--- src/rtl/ps2k_tx_pkg.sv ---
// Shared definitions for the PS/2 host-to-device transmitter and the scan-code receiver:
// FSM state encodings, keyboard command bytes and the frame parity helper.
package ps2k_tx_pkg;

    typedef enum logic [2:0] {
        StIdle     = 3'd0,
        StInhibit  = 3'd1,
        StRts      = 3'd2,
        StShift    = 3'd3,
        StAck      = 3'd4,
        StWaitIdle = 3'd5
    } ps2_state_e;

    // Host-to-device command bytes and the device acknowledge byte
    localparam logic [7:0] CmdSetLed = 8'hED;
    localparam logic [7:0] CmdEnable = 8'hF4;
    localparam logic [7:0] CmdReset  = 8'hFF;
    localparam logic [7:0] RespAck   = 8'hFA;

    // Bit index values seen in SHIFT: below BitIdxPar a data/parity bit is still queued,
    // at BitIdxPar the next fall releases the stop bit; the index saturates at BitIdxLast.
    localparam logic [3:0] BitIdxPar  = 4'd9;
    localparam logic [3:0] BitIdxLast = 4'd10;

    // PS/2 frames carry odd parity over the eight data bits
    function automatic logic odd_parity(input logic [7:0] value);
        return ~^value;
    endfunction

endpackage

--- src/rtl/ps2k_tx_ckfilter.sv ---
// PS/2 clock conditioner: 8-sample majority-free shift filter with hysteresis plus a one-cycle
// pulse on every filtered high-to-low transition. The sample register doubles as synchroniser.
module ps2k_tx_ckfilter (
    input  logic clock,
    input  logic reset,
    input  logic ck_raw,
    output logic ck_filt,
    output logic fall
);

    logic [7:0] samp_q;
    logic       filt_q;
    logic       filt_d;
    logic       fall_q;

    // Sample history, filtered level and edge pulse; the idle bus is high, so reset to ones
    always_ff @(posedge clock) begin
        if (reset) begin
            samp_q <= '1;
            filt_q <= 1'b1;
            fall_q <= 1'b0;
        end else begin
            samp_q <= {samp_q[6:0], ck_raw};
            filt_q <= filt_d;
            fall_q <= filt_q & ~filt_d;
        end
    end

    // Only a full run of identical samples moves the filtered level; anything else holds it
    always_comb begin
        filt_d = filt_q;
        if (&samp_q) begin
            filt_d = 1'b1;
        end else if (~|samp_q) begin
            filt_d = 1'b0;
        end
    end

    assign ck_filt = filt_q;
    assign fall    = fall_q;

endmodule

--- src/rtl/ps2k_tx.sv ---
// PS/2 host-to-device transmitter: inhibits the clock, issues request-to-send, shifts one
// command byte out on device clock falls and checks the device ACK bit.
module ps2k_tx
    import ps2k_tx_pkg::*;
#(
    parameter int unsigned INHIBIT_CYCLES = 4096,
    parameter int unsigned TIMEOUT_CYCLES = 1048576
) (
    input  logic       clock,
    input  logic       reset,
    input  logic       ps2Ck,
    input  logic       ps2D,
    output logic       ps2CkOe,
    output logic       ps2DOe,
    input  logic       send,
    input  logic [7:0] data,
    output logic       busy,
    output logic       done,
    output logic       error
);

    localparam int unsigned InhW = $clog2(INHIBIT_CYCLES);
    localparam int unsigned ToW  = $clog2(TIMEOUT_CYCLES);
    localparam int unsigned CntW = (InhW > ToW) ? InhW : ToW;

    localparam logic [CntW-1:0] InhLast = CntW'(INHIBIT_CYCLES - 1);
    localparam logic [CntW-1:0] ToLast  = CntW'(TIMEOUT_CYCLES - 1);

    ps2_state_e      state_q, state_d;
    logic [CntW-1:0] cnt_q, cnt_d;
    logic [8:0]      sr_q, sr_d;
    logic [3:0]      n_q, n_d;
    logic            drive_q, drive_d;
    logic            done_q, done_d;
    logic            error_q, error_d;
    logic            d_q;
    logic            ck_filt;
    logic            fall;
    logic            timeout;

    ps2k_tx_ckfilter u_ckfilter (
        .clock   (clock),
        .reset   (reset),
        .ck_raw  (ps2Ck),
        .ck_filt (ck_filt),
        .fall    (fall)
    );

    // State register plus datapath registers; data line is registered once
    always_ff @(posedge clock) begin
        if (reset) begin
            state_q <= StIdle;
            cnt_q   <= '0;
            sr_q    <= '0;
            n_q     <= '0;
            drive_q <= 1'b0;
            done_q  <= 1'b0;
            error_q <= 1'b0;
            d_q     <= 1'b1;
        end else begin
            state_q <= state_d;
            cnt_q   <= cnt_d;
            sr_q    <= sr_d;
            n_q     <= n_d;
            drive_q <= drive_d;
            done_q  <= done_d;
            error_q <= error_d;
            d_q     <= ps2D;
        end
    end

    assign timeout = (cnt_q == ToLast);

    // Next-state logic; a timeout is checked before the fall so it wins a same-cycle race
    always_comb begin
        state_d = state_q;
        cnt_d   = cnt_q;
        sr_d    = sr_q;
        n_d     = n_q;
        drive_d = drive_q;
        done_d  = 1'b0;
        error_d = 1'b0;
        unique case (state_q)
            StIdle: begin
                cnt_d   = '0;
                drive_d = 1'b0;
                if (send) begin
                    sr_d    = {odd_parity(data), data};
                    n_d     = '0;
                    state_d = StInhibit;
                end
            end
            StInhibit: begin
                if (cnt_q == InhLast) begin
                    cnt_d   = '0;
                    state_d = StRts;
                end else begin
                    cnt_d = cnt_q + 1'b1;
                end
            end
            StRts: begin
                cnt_d   = '0;
                n_d     = '0;
                drive_d = 1'b1;  // start bit stays low until the first device fall
                state_d = StShift;
            end
            StShift: begin
                if (timeout) begin
                    cnt_d   = '0;
                    drive_d = 1'b0;
                    error_d = 1'b1;
                    state_d = StIdle;
                end else if (fall) begin
                    cnt_d = '0;
                    n_d   = (n_q >= BitIdxLast) ? n_q : n_q + 4'd1;
                    if (n_q < BitIdxPar) begin
                        drive_d = ~sr_q[0];
                        sr_d    = {1'b0, sr_q[8:1]};
                    end else begin
                        drive_d = 1'b0;  // stop bit: release the line
                        state_d = StAck;
                    end
                end else begin
                    cnt_d = cnt_q + 1'b1;
                end
            end
            StAck: begin
                if (timeout) begin
                    cnt_d   = '0;
                    error_d = 1'b1;
                    state_d = StIdle;
                end else if (fall) begin
                    cnt_d = '0;
                    if (!d_q) begin
                        state_d = StWaitIdle;
                    end else begin
                        error_d = 1'b1;
                        state_d = StIdle;
                    end
                end else begin
                    cnt_d = cnt_q + 1'b1;
                end
            end
            StWaitIdle: begin
                if (timeout) begin
                    cnt_d   = '0;
                    error_d = 1'b1;
                    state_d = StIdle;
                end else if (ck_filt && d_q) begin
                    cnt_d   = '0;
                    done_d  = 1'b1;
                    state_d = StIdle;
                end else begin
                    cnt_d = fall ? '0 : cnt_q + 1'b1;
                end
            end
            default: begin
                state_d = StIdle;
            end
        endcase
    end

    // Open-drain enables decoded from the registered state
    always_comb begin
        ps2CkOe = 1'b0;
        ps2DOe  = 1'b0;
        unique case (state_q)
            StInhibit: ps2CkOe = 1'b1;
            StRts: begin
                ps2CkOe = 1'b1;
                ps2DOe  = 1'b1;
            end
            StShift: ps2DOe = drive_q;
            default: ;
        endcase
    end

    assign busy  = (state_q != StIdle);
    assign done  = done_q;
    assign error = error_q;

endmodule

--- config.mk ---
export PLATFORM = sky130hd
export DESIGN_NAME = ps2k_tx
export DESIGN_NICKNAME = d
export VERILOG_FILES = /design/src/rtl/ps2k_tx_pkg.sv /design/src/rtl/ps2k_tx_ckfilter.sv /design/src/rtl/ps2k_tx.sv
export SDC_FILE = /design/constraint.sdc
export NUM_CORES = 1
export LEC_CHECK = 0
export BUFFER_PORTS_ARGS = -buffer_cell sky130_fd_sc_hd__buf_2
export CELL_PAD_IN_SITES_DETAIL_PLACEMENT = 0
export CELL_PAD_IN_SITES_GLOBAL_PLACEMENT = 1
export CORE_MARGIN = 2
export CORE_UTILIZATION = 49
export DETAILED_ROUTE_END_ITERATION = 7
export GPL_TIMING_DRIVEN = 0
export PLACE_DENSITY_LB_ADDON = 0.1
export SLEW_MARGIN = 20
export SYNTH_ARGS = -nofsm -noshare
export SYNTH_HDL_FRONTEND = slang
export SYNTH_SLANG_ARGS = --single-unit
--- constraint.sdc ---
create_clock -name clock -period 3.95 [get_ports clock]
set_clock_uncertainty 0.05 [all_clocks]
set_input_delay 0.1975 -clock clock [delete_from_list [all_inputs] [get_ports clock]]
set_output_delay 0.1975 -clock clock [all_outputs]
set_load 0.01 [all_outputs]
Word level (Yosys, flattened, before mapping)
Cells that the tools add are included.
{"block": "op_classes", "n_eq_ne": 17, "n_reduce_logical": 18, "add_sub_neg": 2, "n_lt_le_gt_ge": 2, "bitwise_logic": 4, "n_mux": 41}
{"operator": "$mux 20", "count": 5}
{"operator": "$pmux 20 s4", "count": 1}
{"operator": "$mux 9", "count": 4}
{"operator": "$mux 3", "count": 10}
{"operator": "$add 20x1->20 const B", "count": 1}
{"operator": "$eq 20x12->1 const B", "count": 1}
{"operator": "$eq 20x20->1 const B", "count": 1}
{"operator": "$pmux 3 s6", "count": 1}
{"operator": "$pmux 9 s2", "count": 1}
{"operator": "$mux 4", "count": 4}
{"operator": "$pmux 4 s3", "count": 1}
{"operator": "$mux 1", "count": 11}
{"operator": "$ne 2x2->1 const B", "count": 5}
{"operator": "$reduce_and 5->1", "count": 2}
{"operator": "$reduce_and 8->1", "count": 1}
{"operator": "$reduce_or 2->1", "count": 4}
{"operator": "$reduce_or 8->1", "count": 1}
{"operator": "$reduce_xnor 8->1", "count": 1}
{"operator": "$eq 3x2->1 const B", "count": 2}
{"operator": "$eq 3x3->1 const B", "count": 2}
{"operator": "$ne 3x2->1 const B", "count": 2}
{"operator": "$ne 3x3->1 const B", "count": 2}
{"operator": "$reduce_and 6->1", "count": 1}
{"operator": "$reduce_bool 3->1", "count": 2}
{"operator": "other kinds (15)", "count": 18}
{"block": "totals", "out_inout_bits": 5, "input_bits": 13, "wordCells": 95, "reg_bits": 50}

Longest topological paths before layout
Gate-level depths: netlist of the first run.
{"block": "depth", "word_depth": 5, "depth_mapped": 9, "mapped_depth_nobuf": 7}

Cells and area by module
A second synthesis of the first run with hierarchy kept.
{"block": "hier_totals", "cells_unflattened": 335, "area_unflattened_um2": 2866.5}
{"module": "ps2k_tx", "area_per_inst_um2": 2533.7, "instances": 1, "cells_each": 308, "seq_area_each_um2": 800.8}
{"module": "ps2k_tx_ckfilter", "area_per_inst_um2": 332.8, "instances": 1, "cells_each": 27, "seq_area_each_um2": 200.2}

Least setup slack after synthesis of the first run
OpenSTA, ideal clock, no wires.
{"block": "synth_timing", "kind": "reg-to-reg", "startpoint": "register cnt_q[0]", "endpoint": "register state_q[1]", "path_buffers": 0, "slack_ns": 1.847, "stages_incl_launch_ff": 7, "t_arrival_ns": 1.929, "setup_ns": 0.123, "required_time_ns": 3.777, "synth_period_minus_slack_ns": 2.103, "path_cell_list": "dfxtp_1 ha_1 or4b_1 nor3_2 a31oi_2 a211oi_2 mux2_1"}
{"block": "synth_between", "elab_chain_cells": 3, "elab_cells_between_ends": 12, "cone_classes": "eq/ne (7); mux (4); reduce/logical (1)"}
{"element": "start: declaration", "line_no": "ps2k_tx.sv:30", "text": "logic [CntW-1:0] cnt_q, cnt_d;"}
{"element": "start signal: assignment", "line_no": "ps2k_tx.sv:62", "text": "cnt_q <= cnt_d;"}
{"element": "$eq 20x20->1 or $eq 20x12->1 (tied branches)", "line_no": "ps2k_tx.sv:72, ps2k_tx.sv:94"}
{"element": "$ne 3x2->1 (no source line) (tied with other cells)"}
{"element": "$reduce_and 6->1 (no source line) or $pmux 3 s6 (tied branches)"}
{"element": "end signal: assignment", "line_no": "ps2k_tx.sv:52", "text": "state_q <= StIdle;"}
{"element": "end signal: assignment", "line_no": "ps2k_tx.sv:61", "text": "state_q <= state_d;"}
{"element": "end: declaration", "line_no": "ps2k_tx.sv:29", "text": "ps2_state_e state_q, state_d;"}
Several ways; a longest one is shown, not always the timed one.
A chain may end at the register's enable or synchronous reset.

Worst setup path in the final report of the first run
{"block": "layout_timing", "startpoint": "register cnt_q[0]", "endpoint": "register cnt_q[13]"}
{"block": "layout_between", "elab_chain_cells": 5, "elab_cells_between_ends": 9, "cone_classes": "add/sub (1); eq/ne (2); mux (6)"}
{"element": "$add 20x1->20"}
{"element": "$mux 20", "line_no": "ps2k_tx.sv:113, ps2k_tx.sv:132, ps2k_tx.sv:154"}
{"element": "$mux 20", "line_no": "ps2k_tx.sv:149", "text": "end else if (ck_filt && d_q) begin"}
{"element": "$mux 20", "line_no": "ps2k_tx.sv:145", "text": "if (timeout) begin"}
{"element": "$pmux 20 s4 *", "line_no": "ps2k_tx.sv:83", "text": "unique case (state_q)"}
Mark *: on every way between the ends. The rest lies on a longest branch, timed or not.

==> flow_summary.json, run 1 <==
{
  "cap_violations": 0,
  "setup.worst_path.end_class": "register",
  "ios": 18,
  "insertion_delay_ns": 0.30,
  "whs_ns": 0.0256,
  "vdd_drop_max_mv": 0.299,
  "tns_ns": 0,
  "cts_buffer_depth": 2,
  "hp-start": "ps2Ck",
  "grt_pass1_wl_mm": 9.26,
  "fin_nets": 325,
  "placed_area_um2": 2720,
  "start_kind": "register",
  "regToRegStartpoint": "cnt_q[0]",
  "initial_core_util_pct": 50.2,
  "io_buffers": 16,
  "fin_crit_ns": 2.34,
  "path_max_fanout": 10,
  "gp_congestion": 0.771,
  "grt_overflow": 0,
  "area_growth_syn_to_layout_pct": 10.9,
  "cts.clk_slew.worst_paths_ns": 0.09,
  "post-route-period-util_pct": 59.3,
  "synth_edf_count": 0,
  "cts_hold_buffers": 0,
  "async_flop_share_pct": 0,
  "hold_end": "u_ckfilter.samp_q[0]",
  "antenna_left": 0,
  "slew_violations": 0,
  "cts_buffers": 5,
  "grt_usage_pct": 19.4,
  "ys_warn_count": 0,
  "dieArea_um2": 5790,
  "dr.first_iter.drc_count": 88,
  "cp.required_ns": 4.10,
  "synth_top_family_by_area": "simple AND/OR/NAND/NOR gates",
  "status": "finished clean",
  "root_buffer": "clkbuf_8",
  "h-tree-depth": 2,
  "cts_setup_buffers": 0,
  "final_area_um2": 2830,
  "synth.area.mux_share_pct": 1.23,
  "die_w_um": 76.1,
  "core-area_um2": 5070,
  "route.detailed.vias_per_inst": 5.57,
  "cts_resized": 0,
  "row_count": 26,
  "synth_area_per_cell_um2": 8.94,
  "ys_dominant_reg_cell": "dfxtp_1",
  "route.detailed.drc": 0,
  "cts_tree": "done",
  "finalNonFillerCells": 379,
  "reg2reg_depth": 7,
  "max_freq_mhz": 427,
  "n_antenna_cell": 0,
  "synthesis.nets": 302,
  "antenna_found_initial": 0,
  "yosys.area_share.simple_pct": 27.6,
  "seq_area_frac_synth_pct": 39.3,
  "grt_max_degree": 16,
  "r2r_end": "cnt_q[13]",
  "hold_viol": 0,
  "hpwl_mm": 3.78,
  "placedCellCount": 371,
  "syn_area_um2": 2550,
  "place_ws_ns": 1.59,
  "power_leakage_nw": 1.13,
  "final_util_pct": 55.7,
  "yosys.cell_types.count": 56,
  "powerDensity_nw_per_um2": 477,
  "cp.arrival_ns": 2.49,
  "synth-seq-cells": 50,
  "synth-compound-area-share_pct": 16.7,
  "hold_depth": 2,
  "finalSetupViolations": 0,
  "die_h_um": 76.1,
  "slew_headroom_pct": 48.4,
  "setup_ws_ns": 1.61,
  "reg2reg_setup_slack_ns": 1.61,
  "critPathKind": "reg -> reg",
  "via_count": 2111,
  "worstMarginPinSlew_ns": 0.767,
  "first_pass_iters": 4,
  "final_layout_size_suffix_gt1_share_pct": 16.5,
  "rsz0062_at_grt": "false",
  "synth_fa_ha_area_share_pct": 1.96,
  "cts_sinks": 50,
  "power.total_mw": 1.35,
  "hold_class": "in -> reg",
  "synth_xor_area_share_pct": 9.28,
  "syn_inst": 285,
  "avgRoutedWirePerCell_um": 14.2,
  "wl_mm": 5.38,
  "grt_pass1_vias": 1958
}
## report_power, final
group / switching [mW] / internal, mW / leakage, nW
sequential: 0.0358 / 0.547 / 0.406
clock: 0.168 / 0.189 / 0.0514
combinational: 0.243 / 0.166 / 0.669
total: 0.446 / 0.901 / 1.13
## synth_stat cells (all sizes together), types with 4 or more instances
cell type,n,area (µm²)
a21oi,8,40.0
nand4,14,103
o21ai,4,20.0
and3,4,25.0
xnor2,13,114
nand2,34,128
clkbuf,8,30.0
dfxtp,50,1000
buf,5,43.8
ha,4,50.1
xor2,14,123
nor2,30,115
a41o,9,90.1
a221oi,8,70.1
nor4,6,37.5
nand3,10,50.1
or2,9,56.3
nor3,8,61.3
inv,6,22.5
## state kept, by name (all words and copies together) (netlist names), 3 cells and up
signal             cells
cnt_q                 20
n_q                    4
state_q                3
u_ckfilter.samp_q      8
sr_q                   9
## area by class of cell
cell class	count	area (µm²)
Fill cell	497	2250
Multi-Input combinational cell	215	1450
Sequential cell	50	1000
Tap cell	70	87.6
Timing Repair Buffer	16	80.1
Buffer	13	73.8
Clock buffer	6	72.6
Clock inverter	2	37.5
Inverter	7	26.3
## placed cells by master, fill, tap and decap left out, drive strengths merged, types with 4 or more instances in the layout
cell type   n
or2         9
inv         6
clkbuf     14
and3        4
buf        21
a41o        9
dfxtp      50
ha          4
nor2       30
nor3        8
o21ai       4
nand3      10
a21oi       8
a221oi      8
xnor2      13
nand2      34
nand4      14
xor2       14
nor4        6
## worst max path at each step
| stage | startpoint | cells past startpoint | endpoint | slack (ns) |
|---|---|---|---|---|
| after floorplan | cnt_q[0] | 6 | state_q[1] | 1.85 |
| after global placement | cnt_q[0] | 7 | cnt_q[14] | 1.59 |
| after detailed placement | cnt_q[0] | 7 | cnt_q[10] | 1.59 |
| after CTS | cnt_q[0] | 7 | cnt_q[12] | 1.56 |
| after global routing | cnt_q[0] | 7 | cnt_q[16] | 1.39 |
| final | cnt_q[0] | 7 | cnt_q[13] | 1.61 |
## per-layer routing
metal	share of wire (%)	vias to the layer above	GRT usage, %
met5	0	-	0
met4	1.2	0	5.27
met3	3.4	9	3.44
met2	48	41	32.1
met1	48	984	26.1
li1	-	1077	-
## cell families (layout without fill, tap and decap cells)
kind of cell | Yosys count | in the layout
and+or+nand+nor | 131 | 131
AOI/OAI and AO/OA | 50 | 50
DFF | 50 | 50
xor gates and xnor gates | 27 | 27
buffers and inverters | 20 | 44
adders and majority gates | 4 | 4
muxes | 3 | 3
## worst max-delay path, cell delays in order (launching register included)
cell and delay (ns):
dfxtp_1 0.38, ha_1 0.25, or4b_1 0.47, nor3_2 0.18, a31oi_2 0.17, o31ai_4 0.46, buf_6 0.21, nor2_1 0.05
Power figures use the tool's default switching activity.
==> run 2: changes to the inputs <==
--- a/config.mk
+++ b/config.mk
@@ -9,7 +9,7 @@
 export CELL_PAD_IN_SITES_DETAIL_PLACEMENT = 0
 export CELL_PAD_IN_SITES_GLOBAL_PLACEMENT = 1
 export CORE_MARGIN = 2
-export CORE_UTILIZATION = 49
+export CORE_UTILIZATION = 46
 export DETAILED_ROUTE_END_ITERATION = 7
 export GPL_TIMING_DRIVEN = 0
 export PLACE_DENSITY_LB_ADDON = 0.1
==> constraint.sdc (replaced) <==
create_clock -name clock -period 2.45 [get_ports clock]
set_clock_uncertainty 0.05 [all_clocks]
set_input_delay 0.1225 -clock clock [delete_from_list [all_inputs] [get_ports clock]]
set_output_delay 0.1225 -clock clock [all_outputs]
set_load 0.01 [all_outputs]
==> flow_summary.json, run 2 (synthesis results as in run 1) <==
{
  "status": "finished clean",
  "finalSetupViolations": 0,
  "reg2reg_depth": 6,
  "dieArea_um2": 6150,
  "root_buffer": "clkbuf_8",
  "place_ws_ns": 0.0594,
  "regToRegStartpoint": "cnt_q[0]",
  "cap_violations": 0,
  "clkPwrFrac_pct": 26.6,
  "fin_crit_ns": 2.32,
  "power_frac_seq_pct": 42.4,
  "cp.arrival_ns": 2.47,
  "dr.first_iter.drc_count": 93,
  "hp-start": "data[3]",
  "fillCellCount": 525,
  "final_cell_mix": "dfxtp_1, nand2_1, nor2_1",
  "r2r_end": "state_q[1]",
  "via_count": 2114,
  "route.detailed.vias_per_inst": 5.48,
  "p_sw_share_pct": 33.4,
  "core-area_um2": 5440,
  "top_register": "cnt_q",
  "start_kind": "register",
  "reg_top3": "cnt_q: 20 flops, sr_q: 9 flops, u_ckfilter.samp_q: 8 flops",
  "hold_class": "in -> reg",
  "gp_congestion": 0.788,
  "route.detailed.drc": 0,
  "hold_viol": 0,
  "slew_headroom_pct": 42.9,
  "post-route-period-util_pct": 94.7,
  "first_pass_iters": 4,
  "powerDensity_nw_per_um2": 770,
  "h-tree-depth": 2,
  "cts.clk_slew.worst_paths_ns": 0.09,
  "critPathKind": "reg -> reg",
  "tns_ns": 0,
  "cts_buffers": 5,
  "p_int_mw": 1.47,
  "largest_register_ffs": 20,
  "reg2reg_setup_slack_ns": 0.13,
  "setup.worst_path.end_class": "register",
  "grt_pass1_vias": 2030,
  "area_growth_syn_to_layout_pct": 12.8,
  "final_util_pct": 52.8,
  "grt_pass1_wl_mm": 9.45,
  "worstMarginPinSlew_ns": 0.849,
  "path_max_fanout": 5,
  "row_count": 27,
  "die_h_um": 78.4,
  "insertion_delay_ns": 0.30,
  "fin_nets": 330,
  "final_common_cell": "dfxtp_1",
  "io_buffers": 16,
  "hpwl_mm": 3.90,
  "cts_sinks": 50,
  "die_w_um": 78.4,
  "p_comb_share_pct": 31.1,
  "cp.required_ns": 2.60,
  "initial_core_util_pct": 46.8,
  "setup_ws_ns": 0.130,
  "grt_usage_pct": 19.2,
  "cts_buffer_depth": 2,
  "slew_violations": 0,
  "ios": 18,
  "max_freq_mhz": 431,
  "rsz0062_at_grt": "false",
  "power.switching_mw": 0.738,
  "final_layout_size_suffix_gt1_share_pct": 17.5,
  "vdd_drop_max_mv": 0.378,
  "cts_tree": "done",
  "grt_overflow": 0,
  "n_antenna_cell": 0,
  "hold_depth": 4,
  "hold_end": "sr_q[3]",
  "grt_max_degree": 17,
  "whs_ns": 0.229,
  "wl_mm": 5.56,
  "antenna_left": 0,
  "antenna_found_initial": 0,
  "avgRoutedWirePerCell_um": 14.4,
  "placed_area_um2": 2720,
  "power_leakage_nw": 1.15,
  "final_area_um2": 2870
}
## run 2: stage by stage
stage          std cells  power [mW]
6_report             386        2.21
3_5_place_dp         373        1.62
4_1_cts              383        2.20
3_3_place_gp         373        1.62
2_1_floorplan        285        1.44
5_1_grt              386        2.34
## run 2: area by class of cell
cell class | count | area, µm² | share of cell area, %
Timing Repair Buffer | 21 | 123 | 4.27
Clock buffer | 5 | 68.8 | 2.39
Multi-Input combinational cell | 215 | 1450 | 50.3
Clock inverter | 3 | 45.0 | 1.57
Sequential cell | 50 | 1000 | 34.8
Tap cell | 72 | 90.1 | 3.13
Inverter | 7 | 26.3 | 0.914
Buffer | 13 | 73.8 | 2.57
## run 2: how the worst max path moves through the flow
stage,from,endpoint,slack (ns),cells past startpoint
floorplan,cnt_q[0],state_q[1],0.35,6
global route,cnt_q[0],state_q[1],0.04,6
CTS,cnt_q[0],cnt_q[13],0.04,7
finish,cnt_q[0],state_q[1],0.13,6
detailed placement,cnt_q[0],cnt_q[11],0.06,7
global placement,cnt_q[0],cnt_q[14],0.1,7
## run 2: per-layer routing
layer / wire (µm) / global-route usage (%) / vias up
met5: 0 / 0 / -
met4: 50 / 5.26 / 0
met3: 135 / 2.76 / 5
met2: 2790 / 34.4 / 27
met1: 2580 / 23.9 / 990
li1: - / - / 1092
## run 2: power groups by stage
stage               Combinational (mW)  Clock [mW]  Sequential (mW)
floorplan                        0.493           0            0.942
global placement                 0.661           0            0.954
detailed placement               0.660           0            0.956
CTS                              0.667       0.601            0.937
global route                     0.756       0.633            0.947
finish                           0.687       0.588            0.938
## run 2: critical path: stages (launching register included)
cell	delay (ns)
dfxtp_1	0.38
ha_1	0.26
or4b_1	0.47
nor3_2	0.19
a31oi_2	0.17
a211oi_2	0.35
mux2_1	0.35
## run 2: repair_timing
item | 4_1_cts | 5_1_grt
buffers inserted | 0 | 3
hold endpoints to repair | 2 | 0
setup endpoints to repair | 0 | 10
hold buffers | 2 | 0
resized for setup | 0 | 0
==> run 3: changes to the inputs <==
--- a/config.mk
+++ b/config.mk
@@ -13,6 +13,7 @@
 export DETAILED_ROUTE_END_ITERATION = 7
 export GPL_TIMING_DRIVEN = 0
 export PLACE_DENSITY_LB_ADDON = 0.1
+export SETUP_SLACK_MARGIN = 0.2
 export SLEW_MARGIN = 20
 export SYNTH_ARGS = -nofsm -noshare
 export SYNTH_HDL_FRONTEND = slang
==> flow_summary.json, run 3 (synthesis results as in run 1) <==
{
  "cts_buffer_depth": 2,
  "row_count": 27,
  "hold_class": "in -> reg",
  "finalSetupViolations": 0,
  "grt_pass1_wl_mm": 9.48,
  "vdd_drop_max_mv": 0.412,
  "cts_tree": "done",
  "status": "finished clean",
  "gp_congestion": 0.788,
  "largest_register_ffs": 20,
  "io_buffers": 16,
  "top_register": "cnt_q",
  "cp.arrival_ns": 2.31,
  "placedCellCount": 373,
  "whs_ns": 0.230,
  "cts_buffers": 5,
  "reg_top3": "cnt_q: 20 flops, sr_q: 9 flops, u_ckfilter.samp_q: 8 flops",
  "avgRoutedWirePerCell_um": 14.6,
  "post-route-period-util_pct": 88.5,
  "setup.worst_path.end_class": "register",
  "route.detailed.drc": 0,
  "hpwl_mm": 3.90,
  "final_cell_mix": "dfxtp_1, nand2_1, nor2_1",
  "slew_violations": 0,
  "setup_ws_ns": 0.281,
  "grt_pass1_vias": 2038,
  "dieArea_um2": 6150,
  "fin_crit_ns": 2.17,
  "via_count": 2137,
  "core-area_um2": 5440,
  "die_w_um": 78.4,
  "final_layout_size_suffix_gt1_share_pct": 19.7,
  "cts_sinks": 50,
  "wl_mm": 5.63,
  "cts.clk_slew.worst_paths_ns": 0.09,
  "rsz0062_at_grt": "false",
  "final_common_cell": "dfxtp_1",
  "start_kind": "register",
  "tns_ns": 0,
  "antenna_found_initial": 0,
  "place_ws_ns": 0.0594,
  "insertion_delay_ns": 0.30,
  "grt_overflow": 0,
  "first_pass_iters": 4,
  "path_max_fanout": 5,
  "hold_viol": 0,
  "max_freq_mhz": 461,
  "die_h_um": 78.4,
  "h-tree-depth": 2,
  "final_util_pct": 53.9,
  "cap_violations": 0,
  "power_leakage_nw": 1.17,
  "n_antenna_cell": 0,
  "area_growth_syn_to_layout_pct": 15.0,
  "root_buffer": "clkbuf_8",
  "slew_headroom_pct": 61.9,
  "ios": 18,
  "fin_nets": 331,
  "grt_usage_pct": 19.3,
  "initial_core_util_pct": 46.8,
  "worstMarginPinSlew_ns": 0.567,
  "cp.required_ns": 2.60,
  "critPathKind": "reg -> reg",
  "route.detailed.vias_per_inst": 5.52,
  "grt_max_degree": 17,
  "powerDensity_nw_per_um2": 761,
  "hold_depth": 4,
  "dr.first_iter.drc_count": 85,
  "fillCellCount": 521,
  "reg2reg_setup_slack_ns": 0.28,
  "antenna_left": 0,
  "finalNonFillerCells": 387,
  "reg2reg_depth": 6
}
-- run 3: layout make-up --
cell class | count | area [µm²] | share of cell area (%)
clock inverter | 3 | 45.0 | 1.54
tap | 72 | 90.1 | 3.08
timing repair buffer | 22 | 143 | 4.87
clock buffer | 5 | 68.8 | 2.35
inverter | 7 | 26.3 | 0.897
multi-input combinational | 215 | 1480 | 50.4
buffer | 13 | 75.1 | 2.56
sequential | 50 | 1000 | 34.3
-- run 3: per-stage QoR --
step	instance area [µm²]	power, mW
floorplan	2550	1.44
global placement	2720	1.62
detailed placement	2720	1.62
CTS	2890	2.25
global route	2930	2.36
finish	2930	2.23
-- run 3: worst paths after layout --
check,to,from
setup reg to reg,state_q[1],cnt_q[0]
hold reg to reg,u_ckfilter.samp_q[7],u_ckfilter.samp_q[6]
setup / recovery,state_q[1],cnt_q[0]
hold / removal,sr_q[3],data[3]
-- run 3: per-layer routing --
metal | vias up | part of all wire, % | global-route usage, %
li1 | 1091 | - | -
met1 | 1009 | 46 | 24.0
met2 | 32 | 50 | 34.7
met3 | 5 | 2.7 | 2.76
met4 | 0 | 0.94 | 5.26
met5 | - | 0 | 0
-- run 3: timing repair --
action	CTS	global route
setup buffers	3	1
cloned	0	0
endpoints found under the hold margin	2	0
pin swaps	4	1
setup endpoints to repair	16	11
hold buffers	2	0
resized for setup	4	5
-- run 3: power breakdown --
group | switching [mW] | internal [mW]
logic | 0.398 | 0.304
registers | 0.0592 | 0.883
clock network | 0.282 | 0.304
total | 0.739 | 1.49
-- run 3: worst max-delay path: stages (launching register included) --
cell	delay, ns
dfxtp_2	0.37
ha_4	0.16
or4b_1	0.45
nor3_2	0.24
a31oi_2	0.17
a211oi_2	0.29
mux2_1	0.34
